**config.mk**
```make
export PLATFORM = sky130hd
export DESIGN_NAME = spi_master_param_flat
export DESIGN_NICKNAME = d
export VERILOG_FILES = /design/src/rtl/spi_master_param_if.sv /design/src/rtl/spi_master_param.sv /design/src/flat_wrapper.sv
export SDC_FILE = /design/constraint.sdc
export NUM_CORES = 1
export LEC_CHECK = 0
export BUFFER_PORTS_ARGS = -buffer_cell sky130_fd_sc_hd__buf_2
export CORE_MARGIN = 2
export CORE_UTILIZATION = 44
export CTS_CLUSTER_DIAMETER = 100
export DETAILED_ROUTE_END_ITERATION = 10
export PLACE_DENSITY = 0.71
export REMOVE_ABC_BUFFERS = 1
export SYNTH_ARGS = -nofsm -noshare
export SYNTH_HDL_FRONTEND = slang
export SYNTH_SLANG_ARGS = --single-unit
export TNS_END_PERCENT = 10
```
**constraint.sdc**
```tcl
create_clock -name clk -period 5.4 [get_ports clk]
set_input_delay 0.27 -clock clk [delete_from_list [all_inputs] [get_ports clk]]
set_output_delay 0.27 -clock clk [all_outputs]
set_load 0.01 [all_outputs]
```
**src/rtl/spi_master_param_if.sv**
```systemverilog
// System-side request/response bundle of the parametrised SPI master.
// master: issuing logic; slave: the SPI engine.
interface spi_master_param_if #(
  parameter int DATA_W = 8,
  parameter int SEL_W  = 2
);
  logic              start;
  logic [SEL_W-1:0]  slaveselect;
  logic              cpol;
  logic              cpha;
  logic [DATA_W-1:0] tx_data;
  logic [DATA_W-1:0] rx_data;
  logic              busy;
  logic              done;

  modport master (
    output start, slaveselect, cpol, cpha, tx_data,
    input  rx_data, busy, done
  );

  modport slave (
    input  start, slaveselect, cpol, cpha, tx_data,
    output rx_data, busy, done
  );
endinterface

```
**src/rtl/spi_master_param.sv**
```systemverilog
// Parametrised SPI master, runtime CPOL/CPHA, one word per start.
// Define SPI_LSB_FIRST_EN for LSB-first bit order on mosi and miso.
module spi_master_param #(
  parameter int DATA_W     = 8,
  parameter int NUM_SLAVES = 3,
  parameter int SEL_W      = 2,
  parameter int CLK_DIV    = 4
) (
  input  logic                  clk,
  input  logic                  reset,
  spi_master_param_if.slave     bus,
  output logic                  sclk,
  output logic                  mosi,
  input  logic                  miso,
  output logic [NUM_SLAVES-1:0] cs_n
);

  typedef enum logic [2:0] {
    IDLE, SETUP, XFER, HOLD, DONE
  } state_t;

  localparam int CNT_W  = $clog2(CLK_DIV + 1);
  localparam int HALF_W = $clog2(2 * DATA_W);

  localparam logic [CNT_W-1:0] CMAX =
    CNT_W'(CLK_DIV - 1);
  localparam logic [CNT_W-1:0] SMAX =
    CNT_W'(CLK_DIV);
  localparam logic [HALF_W-1:0] HLAST =
    HALF_W'(2 * DATA_W - 1);
  localparam logic [SEL_W:0] NS_LIM =
    (SEL_W + 1)'(NUM_SLAVES);

  state_t              state;
  logic [CNT_W-1:0]    cnt;
  logic [HALF_W-1:0]   half;
  logic [DATA_W-1:0]   tx_sr;
  logic [DATA_W-1:0]   rx_sr;
  logic                pha;
  logic                sel_ok;
  logic                armed;
  logic                accept;
  logic                in_range;
  logic                lead;
  logic [NUM_SLAVES-1:0] cs_dec;

`ifdef SPI_LSB_FIRST_EN
  function automatic logic head(
    input logic [DATA_W-1:0] d);
    return d[0];
  endfunction
  function automatic logic [DATA_W-1:0] adv(
    input logic [DATA_W-1:0] d);
    return d >> 1;
  endfunction
  function automatic logic [DATA_W-1:0] ins(
    input logic [DATA_W-1:0] d, input logic b);
    return {b, d[DATA_W-1:1]};
  endfunction
`else
  function automatic logic head(
    input logic [DATA_W-1:0] d);
    return d[DATA_W-1];
  endfunction
  function automatic logic [DATA_W-1:0] adv(
    input logic [DATA_W-1:0] d);
    return d << 1;
  endfunction
  function automatic logic [DATA_W-1:0] ins(
    input logic [DATA_W-1:0] d, input logic b);
    return {d[DATA_W-2:0], b};
  endfunction
`endif

  assign accept   = (state == IDLE) && bus.start && armed;
  assign in_range = {1'b0, bus.slaveselect} < NS_LIM;
  // even half-periods end on the leading SCLK edge
  assign lead     = ~half[0];

  always_comb begin
    cs_dec = '1;
    for (int i = 0; i < NUM_SLAVES; i++)
      if (bus.slaveselect == SEL_W'(i))
        cs_dec[i] = 1'b0;
  end

  always_ff @(posedge clk) begin
    if (reset) begin
      state       <= IDLE;
      cnt         <= '0;
      half        <= '0;
      tx_sr       <= '0;
      rx_sr       <= '0;
      pha         <= 1'b0;
      sel_ok      <= 1'b0;
      armed       <= 1'b1;
      bus.rx_data <= '0;
      bus.busy    <= 1'b0;
      bus.done    <= 1'b0;
      sclk        <= 1'b0;
      mosi        <= 1'b0;
      cs_n        <= '1;
    end else begin
      bus.done <= 1'b0;
      if (!bus.start)
        armed <= 1'b1;
      else if (accept)
        armed <= 1'b0;
      unique case (state)
        IDLE: if (accept) begin
          bus.busy <= 1'b1;
          sel_ok   <= in_range;
          pha      <= bus.cpha;
          half     <= '0;
          rx_sr    <= '0;
          if (in_range) begin
            state <= SETUP;
            cnt   <= '0;
            cs_n  <= cs_dec;
            sclk  <= bus.cpol;
            mosi  <= head(bus.tx_data);
            // cpha=1 re-drives the first bit on the leading edge
            tx_sr <= bus.cpha ? bus.tx_data
                              : adv(bus.tx_data);
          end else begin
            state <= HOLD;
            cnt   <= CMAX;
          end
        end
        SETUP: if (cnt == SMAX) begin
          state <= XFER;
          cnt   <= '0;
        end else begin
          cnt <= cnt + 1'b1;
        end
        XFER: if (cnt == CMAX) begin
          cnt  <= '0;
          sclk <= ~sclk;
          half <= half + 1'b1;
          if (lead ^ pha) begin
            rx_sr <= ins(rx_sr, miso);
          end else begin
            mosi  <= head(tx_sr);
            tx_sr <= adv(tx_sr);
          end
          if (half == HLAST)
            state <= HOLD;
        end else begin
          cnt <= cnt + 1'b1;
        end
        HOLD: if (cnt == CMAX) begin
          state    <= DONE;
          cs_n     <= '1;
          mosi     <= 1'b0;
          bus.done <= 1'b1;
          if (sel_ok)
            bus.rx_data <= rx_sr;
        end else begin
          cnt <= cnt + 1'b1;
        end
        DONE: begin
          state    <= IDLE;
          bus.busy <= 1'b0;
        end
        default: state <= IDLE;
      endcase
    end
  end

endmodule

```
**src/flat_wrapper.sv**
```systemverilog
// flat-port wrapper written by rule: the top's interface ports become plain ports
module spi_master_param_flat 
#(
  parameter int DATA_W     = 8,
  parameter int NUM_SLAVES = 3,
  parameter int SEL_W      = 2,
  parameter int CLK_DIV    = 4
)
  (clk, reset, sclk, mosi, miso, cs_n, bus_start, bus_slaveselect, bus_cpol, bus_cpha, bus_tx_data, bus_rx_data, bus_busy, bus_done);
  spi_master_param_if #(.DATA_W(DATA_W), .SEL_W(SEL_W)) bus_i ();
  input  logic clk;
  input  logic reset;
  output logic sclk;
  output logic mosi;
  input  logic miso;
  output logic [NUM_SLAVES-1:0] cs_n;
  input wire logic [$bits(bus_i.start)-1:0] bus_start;
  input wire logic [$bits(bus_i.slaveselect)-1:0] bus_slaveselect;
  input wire logic [$bits(bus_i.cpol)-1:0] bus_cpol;
  input wire logic [$bits(bus_i.cpha)-1:0] bus_cpha;
  input wire logic [$bits(bus_i.tx_data)-1:0] bus_tx_data;
  output wire logic [$bits(bus_i.rx_data)-1:0] bus_rx_data;
  output wire logic [$bits(bus_i.busy)-1:0] bus_busy;
  output wire logic [$bits(bus_i.done)-1:0] bus_done;
  assign bus_i.start = bus_start;
  assign bus_i.slaveselect = bus_slaveselect;
  assign bus_i.cpol = bus_cpol;
  assign bus_i.cpha = bus_cpha;
  assign bus_i.tx_data = bus_tx_data;
  assign bus_rx_data = bus_i.rx_data;
  assign bus_busy = bus_i.busy;
  assign bus_done = bus_i.done;
  spi_master_param #(.DATA_W(DATA_W), .NUM_SLAVES(NUM_SLAVES), .SEL_W(SEL_W), .CLK_DIV(CLK_DIV)) u_core (.clk(clk), .reset(reset), .bus(bus_i), .sclk(sclk), .mosi(mosi), .miso(miso), .cs_n(cs_n));
endmodule
```
# After elaboration in Yosys (flattened, before gate mapping)
# Index checks and enable logic that the tools add are counted.
classes:
  add_sub_neg: 2
  n_mul: 0
  n_div: 0
  magnitude_cmp: 1
  n_eq_ne: 18
  n_shift: 0
  mux: 46
  bitwise: 5
  reduce_logical: 22
ops:
  columns: ["cell", "count"]
  rows:
  - ["2-to-1 mux 8 bit", 8]
  - ["2-to-1 mux 3 bit", 12]
  - ["one-hot mux 8 bit (2 select lines)", 2]
  - ["one-hot mux 3 bit (4 select lines)", 2]
  - ["!= test 2 x 1 -> 1 bit (second input constant)", 7]
  - ["2-to-1 mux 1 bit", 13]
  - ["AND reduction 4 bit", 3]
  - ["AND reduction 5 bit", 2]
  - ["== test 3 x 2 -> 1 bit (second input constant)", 3]
  - ["AND reduction 3 bit", 3]
  - ["2-to-1 mux 4 bit", 2]
  - ["one-hot mux 4 bit (2 select lines)", 1]
  - ["== test 3 bit (second input constant)", 2]
  - ["one-hot mux 3 bit (2 select lines)", 1]
  - ["AND reduction 6 bit", 1]
  - ["nonzero test 2 bit", 3]
  - ["adder 4 x 1 -> 4 bit (second input constant)", 1]
  - ["== test 4 bit (second input constant)", 1]
  - ["2-to-1 mux 2 bit", 2]
  - ["!= test 2 bit (second input constant)", 2]
  - ["inverter 1 bit", 4]
  - ["one-hot mux 1 bit (2 select lines)", 2]
  - ["AND reduction 2 bit", 2]
  - ["nonzero test 4 bit", 1]
  - ["other kinds (12)", 14]
word_totals:
  regBits: 44
  latchBits: 0
  mem_bits_rw: 0
  romBits: 0
  output_inout_bits: 15
  n_memories: 0

# Depth between registers and ports, before layout
depth:
  ltp_word: 5
  mapped_depth: 8
  mapped_depth_nobuf: 7

# Worst setup path after synthesis
# Ideal clock, no wire load.
synth_timing:
  kind: "register to register"
  from: "reg u_core.cnt[0]"
  to: "reg u_core.rx_sr[0]"
  setup_time_ns: 0.060
  arrival_ns: 1.814
  required_ns: 5.340
  slack_ns: 3.526
  stages_incl_launch_ff: 8
  n_path_buf: 1
  cell_sequence: "dfxtp_1 -> ha_1 -> ha_1 -> and2_1 -> o21ai_1 -> o21ba_1 -> clkbuf_1 -> a22o_1"
synth_between:
  elab_chain_cells: 3
synth_rtl:
  columns: ["item", "line_no", "rtl"]
  rows:
  - ["from (decl)", "spi_master_param.sv:35", "logic [CNT_W-1:0] cnt;"]
  - ["from (signal assigned)", "spi_master_param.sv:134", "cnt <= cnt + 1'b1;"]
  - ["from (signal assigned)", "spi_master_param.sv:149", "cnt <= cnt + 1'b1;"]
  - ["from (signal assigned)", "spi_master_param.sv:159", "cnt <= cnt + 1'b1;"]
  - ["== test 3 x 2 -> 1 bit", "spi_master_param.sv:136", "XFER: if (cnt == CMAX) begin"]
  - ["!= test 2 x 1 -> 1 bit (no source line)", null, null]
  - ["AND reduction 4 bit (no source line)", null, null]
  - ["to (signal assigned)", "spi_master_param.sv:141", "rx_sr <= ins(rx_sr, miso);"]
  - ["to (decl)", "spi_master_param.sv:38", "logic [DATA_W-1:0] rx_sr;"]
# Every way passes these cells.
# A chain may end at the register's enable or synchronous reset.

# Worst setup path after layout
layout_timing:
  from: "reg u_core.state[2]"
  to: "reg u_core.rx_sr[1]"
layout_between:
  elab_chain_cells: 5
layout_rtl:
  columns: ["item", "line_no", "rtl"]
  rows:
  - ["from (decl)", "spi_master_param.sv:34", "state_t state;"]
  - ["from (signal assigned)", "spi_master_param.sv:89", "state <= IDLE;"]
  - ["from (signal assigned)", "spi_master_param.sv:117", "state <= SETUP;"]
  - ["from (signal assigned)", "spi_master_param.sv:126", "state <= HOLD;"]
  - ["zero test 3 bit", "spi_master_param.sv:75, spi_master_param.sv:109", null]
  - ["logical AND 1 bit (2 in a row)", "spi_master_param.sv:75", "assign accept = (state == IDLE) && bus.start && armed;"]
  - ["!= test 2 x 1 -> 1 bit (no source line)", null, null]
  - ["AND reduction 4 bit (no source line)", null, null]
# Parallel ways exist; a longest one is shown, timed or not.

==> key figures <==
Run status
  • Status: finished, final reports clean

Clock tree
  • Post-CTS setup buffers: 0
  • TritonCTS clock tree: built
  • Clock buffer depth: 2
  • Htree depth: 2
  • CTS Sinks: 44
  • Reg clk slew, reported paths: 0.09 ns
  • Hold buffer count at cts: 0
  • Post-CTS Resized: 0
  • Clk Latency, worst-skew pair: 0.31 ns
  • Inserted Clock Buffers: 5
  • Clk root buf: clkbuf_8

Placement
  • Placed cell area: 2280 um2
  • Port Buffers: 30
  • Post-DP HPWL: 3038 um
  • RePlAce Congestion: 0.8694

Global route
  • Vias in the first global route: 1,590
  • First-pass GRT wire length: 7376 um
  • Initial antenna violation count: 0
  • GRT Total Usage: 0.1730
  • Congestion Overflow GR: 0
  • Largest net degree at the start of global routing: 33

Power
  • Peak VDD IR: 0.0001630 V
  • PD cells: 300.3 nW/um2
  • Int Pwr: 521.1 uW
  • NetSw: 198.1 uW
  • Sequential share of power: 0.494
  • Leak: 0.0009592 uW
  • Switching Fraction: 0.2754
  • Power share of the clock group: 0.361
  • Combinational power share: 0.145

Die
  • Initial core utilization: 0.4557
  • Die ar.: 5433 um2
  • Boundary pin count: 31
  • Core area: 4692 um2
  • Std cell rows: 25
  • Die X: 73.71 um
  • Die H: 73.71 um

Synthesis
  • Sequential-to-total area share from yosys stat: 0.4119
  • Synth Flop Type: dfxtp_1
  • Mapped Cells: 238
  • EDFF count, synth: 0
  • Cell taking the most area after synthesis: dfxtp_1
  • Post-synthesis cell type count: 51
  • Synthesized area: 2138 um2
  • Synth top area cells: dfxtp_1 41%, mux2i_1 5.1%, nor2_1 4.9%
  • Commonest cells in the netlist: 44 x dfxtp_1, 28 x nor2_1, 13 x a21oi_1
  • Post-synth top area share: 0.4119
  • Most common cell in the netlist: dfxtp_1
  • Avg Inst Size Synth: 8.984 um2
  • YS warnings: 0
  • Post-synthesis register bit count: 44
  • Ys async rst share: 0

Flow run
  • Max Cap Viol: 0

Drt
  • Antenna-violating nets left: 0
  • Detailed Routing Iterations Pass 1: 4
  • WL final: 4390 um
  • WL/cell: 14.03 um
  • Via density: 5.744
  • 1st-iter DRT viols: 136
  • Detailed-route via count: 1,798
  • DRC viols: 0

Worst setup path
  • Crit start category: flip-flop
  • WS Path Type: reg2reg
  • Crit. End Element: flip-flop
  • FF-to-FF Start: u_core.state[2]
  • CP required: 5.59 ns
  • Start point of the critical path: u_core.state[2]
  • Setup slack, reg-to-reg: 3.17 ns
  • Crit path max fanout: 19
  • Worst EP arrival: 2.42 ns

Layout
  • Final Core Density: 0.5104
  • Register area: 880.8 um2
  • Total of fill cells in the finished design: 453
  • Ant diodes: 0
  • Layout cells sized above 1: 0.1622
  • Nets@finish: 279
  • Layout area overhead: 12.00%
  • Area of the multi-input gates: 1147 um2
  • Finished Cell Area: 2395 um2

Min path
  • HP Class: in2reg
  • Hold Crit Start: miso

STA
  • RSZ-0062 raised after global routing: no
  • Final min period: 2.230 ns
  • Period utilization: 0.4130
  • Final setup vio count: 0
  • Max Fclk: 0.4484 GHz
  • Final Hold Viols: 0
  • Slew @ Worst Pin: 0.7773 ns
  • Slew margin rel.: 0.4811
  • Setup total negative slack: 0 ns
  • Max-slew violations: 0
  • Clock Skew: 0.01100 ns
  • Fin Hold WS: 0.1712 ns
==> final timing paths <==
check / to / cells past startpoint
worst max-delay path: u_core.rx_sr[1] / 4
worst max register to register: u_core.rx_sr[1] / 4
worst min-delay path: u_core.rx_sr[0] / 2
worst min register to register: u_core.tx_sr[3] / 2
==> flip-flops by register name, indices dropped and copies added, names as in the netlist, 3 cells and up <==
| signal | flops |
|---|---|
| u_core.rx_sr | 8 |
| u_core.cnt | 3 |
| u_core.tx_sr | 8 |
| u_core.state | 3 |
| u_core.bus.rx_data | 8 |
| u_core.cs_n | 3 |
| u_core.half | 4 |
==> power groups by stage <==
stage | Sequential (uW) | Clock (uW) | Combinational (uW)
6_report | 355 | 260 | 105
5_1_grt | 358 | 280 | 119
4_1_cts | 355 | 265 | 105
3_5_place_dp | 362 | 0 | 104
3_3_place_gp | 362 | 0 | 102
2_1_floorplan | 360 | 0 | 70.6
==> layout make-up <==
class                   count  share of cell area
clock buffers               5             0.02874
clock inverters             3             0.01933
inverters                   9             0.01411
multi-input cells         168              0.4791
flip-flops and latches     44              0.3678
well taps                  54             0.02821
repair buffers             30             0.06270
==> layer usage <==
layer | global-route usage | part of all wire | up-vias
met5 | 0 | 0 | -
met3 | 0.05761 | 0.037 | 6
met4 | 0.04646 | 0.012 | 0
met2 | 0.2619 | 0.45 | 37
li1 | - | - | 910
met1 | 0.2355 | 0.50 | 845
==> worst max-delay path, cell delays in order (launching register included) <==
cell     delay [ns]
dfxtp_1        0.50
nor2_1         0.66
o21ai_1        0.35
o21ba_1        0.35
a22o_1         0.26
==> through the flow <==
step                cells  power [uW]  setup slack (ns)
detailed placement    305       466.5             3.226
finish                313       719.2             3.170
floorplan             221       430.8             3.621
CTS                   313       724.2             3.198
global route          313       756.7             2.980
global placement      305       464.3             3.302
==> kinds of logic after synthesis <==
logic type      Yosys count  share of synthesized area
fa+ha+maj                 5                    0.02926
flops                    44                     0.4119
mux                      12                    0.05676
simple gates             79                     0.2019
compound gates           68                     0.2288
xor+xnor                  4                    0.01990
buf+inv                  26                    0.05149
==> cells in the final DEF (no fill, tap or decap), drive strengths merged, types with 2 or more instances in the layout <==
master	Yosys	routed
a41oi	2	2
dfxtp	44	44
ha	5	5
a22o	8	8
o211ai	2	2
nand3b	2	2
a21oi	13	13
a221oi	7	7
o21ba	2	2
nor4	3	3
clkbuf	10	5
buf	7	30
o211a	2	2
a2111oi	3	3
or3	3	3
mux2i	11	11
nand3	4	4
and2	3	3
nor2	28	28
nor3	3	3
inv	9	10
xor2	3	3
o31ai	2	2
and3b	3	3
or4	7	7
o21ai	14	14
nor2b	10	10
a211oi	4	4
nand2	8	8
Power figures use the tool's default switching activity.
